File: config.mk
export PLATFORM = sky130hd
export DESIGN_NAME = imem_loader
export DESIGN_NICKNAME = d
export VERILOG_FILES = /design/src/rtl/imem_loader.sv
export SDC_FILE = /design/constraint.sdc
export NUM_CORES = 1
export LEC_CHECK = 0
export CAP_MARGIN = 40
export CORE_ASPECT_RATIO = 2
export CORE_MARGIN = 2
export CORE_UTILIZATION = 30
export CTS_CLUSTER_SIZE = 14
export DETAILED_ROUTE_END_ITERATION = 16
export PLACE_DENSITY = 0.48
export SETUP_SLACK_MARGIN = 0.2
export SLEW_MARGIN = 20
export SYNTH_ARGS = -nofsm -noshare
export SYNTH_HDL_FRONTEND = slang
export SYNTH_SLANG_ARGS = --single-unit
File: constraint.sdc
create_clock -name clk -period 4.5 [get_ports clk]
set_input_delay 0.45 -clock clk [delete_from_list [all_inputs] [get_ports clk]]
set_output_delay 0.45 -clock clk [all_outputs]
set_load 0.05 [all_outputs]
File: src/rtl/imem_loader.sv
// imem_loader: loads a length-prefixed program into a small instruction
// memory over a valid/ready word stream and enables the processor run once
// the program is resident. Optional macro IMEM_LOADER_CSUM_EN adds a trailing
// XOR checksum word that must match before the program is released.
// Supported parameter range: 2 <= DEPTH <= 16, WIDTH >= 5.
module imem_loader #(
    parameter int DEPTH = 16,
    parameter int WIDTH = 9
) (
    input  logic             clk,
    input  logic             Resetn,
    input  logic             start,
    input  logic             in_valid,
    input  logic [WIDTH-1:0] in_data,
    output logic             in_ready,
    input  logic [3:0]       rd_addr,
    output logic [WIDTH-1:0] rd_data,
    output logic             run_en,
    output logic             load_err,
    output logic [4:0]       count
);

    localparam int AW = (DEPTH > 1) ? $clog2(DEPTH) : 1;
    localparam logic [5:0] DEPTH_W = 6'(DEPTH);

    typedef enum logic [2:0] {
        IDLE = 3'd0,
        HDR  = 3'd1,
        DATA = 3'd2,
        CSUM = 3'd3,
        DONE = 3'd4,
        ERR  = 3'd5
    } state_t;

    state_t           state_r;
    state_t           state_nxt_s;
    logic [4:0]       count_r;
    logic [4:0]       count_nxt_s;
    logic [4:0]       len_r;
    logic [4:0]       len_nxt_s;
    logic             in_ready_r;
    logic             run_en_r;
    logic             load_err_r;
    logic             accept_s;
    logic             wr_en_s;
    logic [AW-1:0]    wr_idx_s;
    logic [AW-1:0]    rd_idx_s;
    logic             rd_hit_s;
    logic [4:0]       hdr_len_s;
    logic             hdr_bad_s;
    logic [WIDTH-1:0] mem_r [DEPTH];
    logic [WIDTH-1:0] rd_data_r;

`ifdef IMEM_LOADER_CSUM_EN
    logic [WIDTH-1:0] csum_r;
    logic [WIDTH-1:0] csum_nxt_s;

    // Running XOR checksum: fold one accepted instruction word into the sum.
    function automatic logic [WIDTH-1:0] csum_fold(
        input logic [WIDTH-1:0] acc,
        input logic [WIDTH-1:0] word
    );
        return acc ^ word;
    endfunction
`endif

    // A word moves only on a valid & ready edge; ready is a registered flag.
    assign accept_s  = in_valid & in_ready_r;
    assign hdr_len_s = in_data[4:0];
    // Length must lie in 1..DEPTH, anything else is a malformed header.
    assign hdr_bad_s = (hdr_len_s == 5'd0) || ({1'b0, hdr_len_s} > DEPTH_W);
    assign wr_idx_s  = count_r[AW-1:0];

    // Full 16-entry memory maps the 4-bit fetch address directly; a smaller
    // memory returns zero for fetches beyond its last word.
    generate
        if (DEPTH == 16) begin : g_rd_full
            assign rd_idx_s = rd_addr;
            assign rd_hit_s = 1'b1;
        end else begin : g_rd_part
            assign rd_idx_s = rd_addr[AW-1:0];
            assign rd_hit_s = ({1'b0, rd_addr} < 5'(DEPTH));
        end
    endgenerate

    // State register; reset aborts any load in progress.
    always_ff @(posedge clk) begin
        if (!Resetn) begin
            state_r <= IDLE;
        end else begin
            state_r <= state_nxt_s;
        end
    end

    // Next-state and datapath-update decode for the load sequence.
    always_comb begin
        state_nxt_s = state_r;
        count_nxt_s = count_r;
        len_nxt_s   = len_r;
        wr_en_s     = 1'b0;
`ifdef IMEM_LOADER_CSUM_EN
        csum_nxt_s  = csum_r;
`endif
        case (state_r)
            IDLE, DONE, ERR: begin
                if (start) begin
                    state_nxt_s = HDR;
                    count_nxt_s = 5'd0;
`ifdef IMEM_LOADER_CSUM_EN
                    csum_nxt_s  = {WIDTH{1'b0}};
`endif
                end else begin
                    state_nxt_s = state_r;
                end
            end
            HDR: begin
                if (accept_s) begin
                    len_nxt_s = hdr_len_s;
                    if (hdr_bad_s) begin
                        state_nxt_s = ERR;
                    end else begin
                        state_nxt_s = DATA;
                    end
                end else begin
                    state_nxt_s = HDR;
                end
            end
            DATA: begin
                if (accept_s) begin
                    wr_en_s     = 1'b1;
                    count_nxt_s = count_r + 5'd1;
`ifdef IMEM_LOADER_CSUM_EN
                    csum_nxt_s  = csum_fold(csum_r, in_data);
`endif
                    if ((count_r + 5'd1) == len_r) begin
`ifdef IMEM_LOADER_CSUM_EN
                        state_nxt_s = CSUM;
`else
                        state_nxt_s = DONE;
`endif
                    end else begin
                        state_nxt_s = DATA;
                    end
                end else begin
                    state_nxt_s = DATA;
                end
            end
`ifdef IMEM_LOADER_CSUM_EN
            CSUM: begin
                if (accept_s) begin
                    if (in_data == csum_r) begin
                        state_nxt_s = DONE;
                    end else begin
                        state_nxt_s = ERR;
                    end
                end else begin
                    state_nxt_s = CSUM;
                end
            end
`endif
            default: begin
                state_nxt_s = IDLE;
            end
        endcase
    end

    // Registered status outputs derived from the state being entered.
    always_ff @(posedge clk) begin
        if (!Resetn) begin
            count_r    <= 5'd0;
            len_r      <= 5'd0;
            in_ready_r <= 1'b0;
            run_en_r   <= 1'b0;
            load_err_r <= 1'b0;
        end else begin
            count_r    <= count_nxt_s;
            len_r      <= len_nxt_s;
            in_ready_r <= (state_nxt_s == HDR) || (state_nxt_s == DATA) ||
                          (state_nxt_s == CSUM);
            run_en_r   <= (state_nxt_s == DONE);
            load_err_r <= (state_nxt_s == ERR);
        end
    end

`ifdef IMEM_LOADER_CSUM_EN
    // Checksum accumulator, cleared on start and on reset.
    always_ff @(posedge clk) begin
        if (!Resetn) begin
            csum_r <= {WIDTH{1'b0}};
        end else begin
            csum_r <= csum_nxt_s;
        end
    end
`endif

    // Instruction memory with registered read; a same-address write lands
    // after the read samples, so the fetch returns the previous contents.
    always_ff @(posedge clk) begin
        if (!Resetn) begin
            for (int i = 0; i < DEPTH; i++) begin
                mem_r[i] <= {WIDTH{1'b0}};
            end
            rd_data_r <= {WIDTH{1'b0}};
        end else begin
            if (wr_en_s) begin
                mem_r[wr_idx_s] <= in_data;
            end
            if (rd_hit_s) begin
                rd_data_r <= mem_r[rd_idx_s];
            end else begin
                rd_data_r <= {WIDTH{1'b0}};
            end
        end
    end

    assign in_ready = in_ready_r;
    assign run_en   = run_en_r;
    assign load_err = load_err_r;
    assign count    = count_r;
    assign rd_data  = rd_data_r;

endmodule
==> impl_metrics.ini <==
[final_layout]
diodes = 0
final_util_pct = 36.00
syn_to_final_growth_pct = 17.85
final_common_cell = and2_1
instances_no_fill = 910
layout_common_cells = 153 x and2_1, 144 x edfxtp_1, 40 x mux4_2
fin_nets = 582
drive_above_1_share_pct = 16.03

[floorplanning]
rows = 82
dieArea_um2 = 26860
die_h_um = 229.8
start_util_pct = 30.54
core_area_um2 = 25030
die_width_um = 116.9
ios = 34

[worst_setup_path]
crit_top_cell = buf_4
r2r_setup_slack_ps = 2050
cp_cell_sequence = clkdlybuf4s50_1, buf_4, and4b_1, nand2_1, nor3_1, buf_4, nand2b_1
endpoint_kind = flop
criticalPathCategory = primary input to flop
slowest_stage = clkdlybuf4s50_1
arrival_ps = 2740
path_depth = 7
crit_required_ps = 4580
r2r_cells = 6
critical_path_buf_inv_count = 3
cp_top_family = simple AND/OR/NAND/NOR gates
timing.rr.start = state_r[2]
setup.worst_path.start_class = primary input
critical-path-max-stage-delay_ps = 450
critPathMaxFanout = 31
r2r-end = mem_r[0][7]
cp-startpoint = Resetn

[yosys]
postSynthRegisterBits = 169
synth_edf_count = 144
synth.avg_cell_area_um2 = 14.82
synthCells = 516
synth_fp_nets = 537
yosysWarnings = 0
synth-main-ff-cell = edfxtp_1
synth_cell_types = 42
seq_area_frac_synth_pct = 63.10
syn_area_um2 = 7646
async_flop_share_pct = 0

[global_routing]
overflow = 0
grt_pass1_vias = 4641
grt_start_max_net_pins = 32
antenna_found_initial = 1
grt_pass1_wl_mm = 30.22
track_usage_pct = 16.26

[placed_design]
dp.cells = 878
dp_hpwl_mm = 14.76
pre_cts_ws_ps = 1335
io_buffers = 33
gp_congestion = 0.8262

[power_and_ir_drop]
irDropWorstVdd_mv = 0.2596
finalPower_mw = 3.452
p_leak_nw = 3.152
powerDensity_nw_per_um2 = 383.1

[drt]
wl_per_cell_um = 22.18
drtIter0Drc = 152
drc = 0
dr.pass1.iters = 7
ant_nets = 0
viasPerCell = 4.701
postRouteWirelength_mm = 20.19
vias = 4278

[timing]
setup_viol = 0
hold_violations = 0
fin_ws_ps = 1832
tightest_slew_ps = 752.3
fin_crit_ps = 2668
fin_crit_sh_pct = 59.30
rsz0062_at_grt = no
fin_worst_skew_ps = 8.162
slew_headroom_pct = 49.66
maxClockFrequency_ghz = 0.3747
finalSetupTns_ps = 0
slew_viol_final = 0

[clocking]
hold_buffers = 0
clk_latency_ps = 440
clk_pin_slew_ps = 60
cts_setup_buffers = 0
htreeDepth = 4
clock_sinks = 169
cts_tree = done
clk_root_buffer_cell = clkbuf_16
clockBufferDepth = 2
post_cts_resized = 0
cts-buffers-inserted = 17

[hold_path]
holdPathEnd = len_r[3]
hp-class = flop to flop
hold_path_startpoint = len_r[3]
hold-path-cell-count = 2

[run_status]
status = finished clean

[run]
cap_viol_max_count = 0
==> report_power, final <==
part           leakage [nW]  total [mW]  internal (mW)  switching, mW
Clock                 0.258        1.41          0.804          0.602
Sequential             1.65        1.78           1.75         0.0235
Combinational          1.24       0.268          0.112          0.156
Total                  3.15        3.45           2.67          0.782
==> metal layers <==
metal | track usage, % | up-vias | share of wire, %
li1 | - | 1992 | -
met1 | 15.81 | 2171 | 34
met2 | 31.54 | 86 | 60
met3 | 2.899 | 29 | 2.6
met4 | 7.794 | 0 | 3.4
met5 | 0 | - | 0
==> area by class of cell <==
cell class / count / area [um2]
well taps: 336 / 420.4
flip-flops and latches: 169 / 4825
inverters: 6 / 22.52
fillers: 2485 / 16020
clock buffers: 17 / 425.4
multi-input cells: 312 / 2659
repair buffers: 55 / 525.5
clock inverters: 15 / 133.9
==> kinds of logic after synthesis <==
family | share of synthesized area, %
buf+inv | 2.127
fa+ha+maj | 0.6546
xor+xnor | 0.8018
compound gates | 2.847
mux | 13.63
flops | 63.10
simple gates | 16.84
==> cells in the mapped netlist, drive strengths merged, types with 2 or more instances <==
cell type  number  area [um2]
and2          153       957.2
edfxtp        144        4324
mux4           45        1032
dfxtp          25       500.5
clkbuf         20       75.07
nand2          20       75.07
nor2           18       67.56
o21ai          13       65.06
a21oi          10       50.05
buf             9       65.05
nand2b          8       50.05
inv             6       22.52
nor3            5       25.02
xnor2           5       43.79
ha              4       50.05
a31oi           2       12.51
nand3           2       10.01
nor4            2       12.51
o211ai          2       15.01
o21a            2       15.01
or4             2       15.01
xor2            2       17.52
==> worst max-delay path by stage <==
stage                         to  slack (ps)
floorplan           mem_r[12][0]        2060
global placement     mem_r[0][6]        1450
detailed placement   mem_r[0][7]        1330
CTS                  mem_r[0][7]        1810
global route         mem_r[2][5]        1530
finish               mem_r[0][7]        1830
==> stage by stage <==
| stage | instance area [um2] | hold slack [ps] |
|---|---|---|
| 3_5_place_dp | 8452 | 466.6 |
| 5_1_grt | 9011 | 517.2 |
| 3_3_place_gp | 8382 | 467.1 |
| 2_1_floorplan | 7646 | 448.1 |
| 6_report | 9011 | 473.4 |
| 4_1_cts | 9011 | 475.7 |
==> worst min-delay path: stages, from the launching register on <==
cell     delay [ps]
dfxtp_1         320
nand2_1          50
a21oi_1          50
==> sequential cells by signal (all words and copies together) (netlist names) <==
signal / flops
mem_r: 144
rd_data: 9
count: 5
len_r: 5
state_r: 3
in_ready: 1
load_err: 1
run_en: 1
Note: power is estimated with default switching activity, not from simulation.
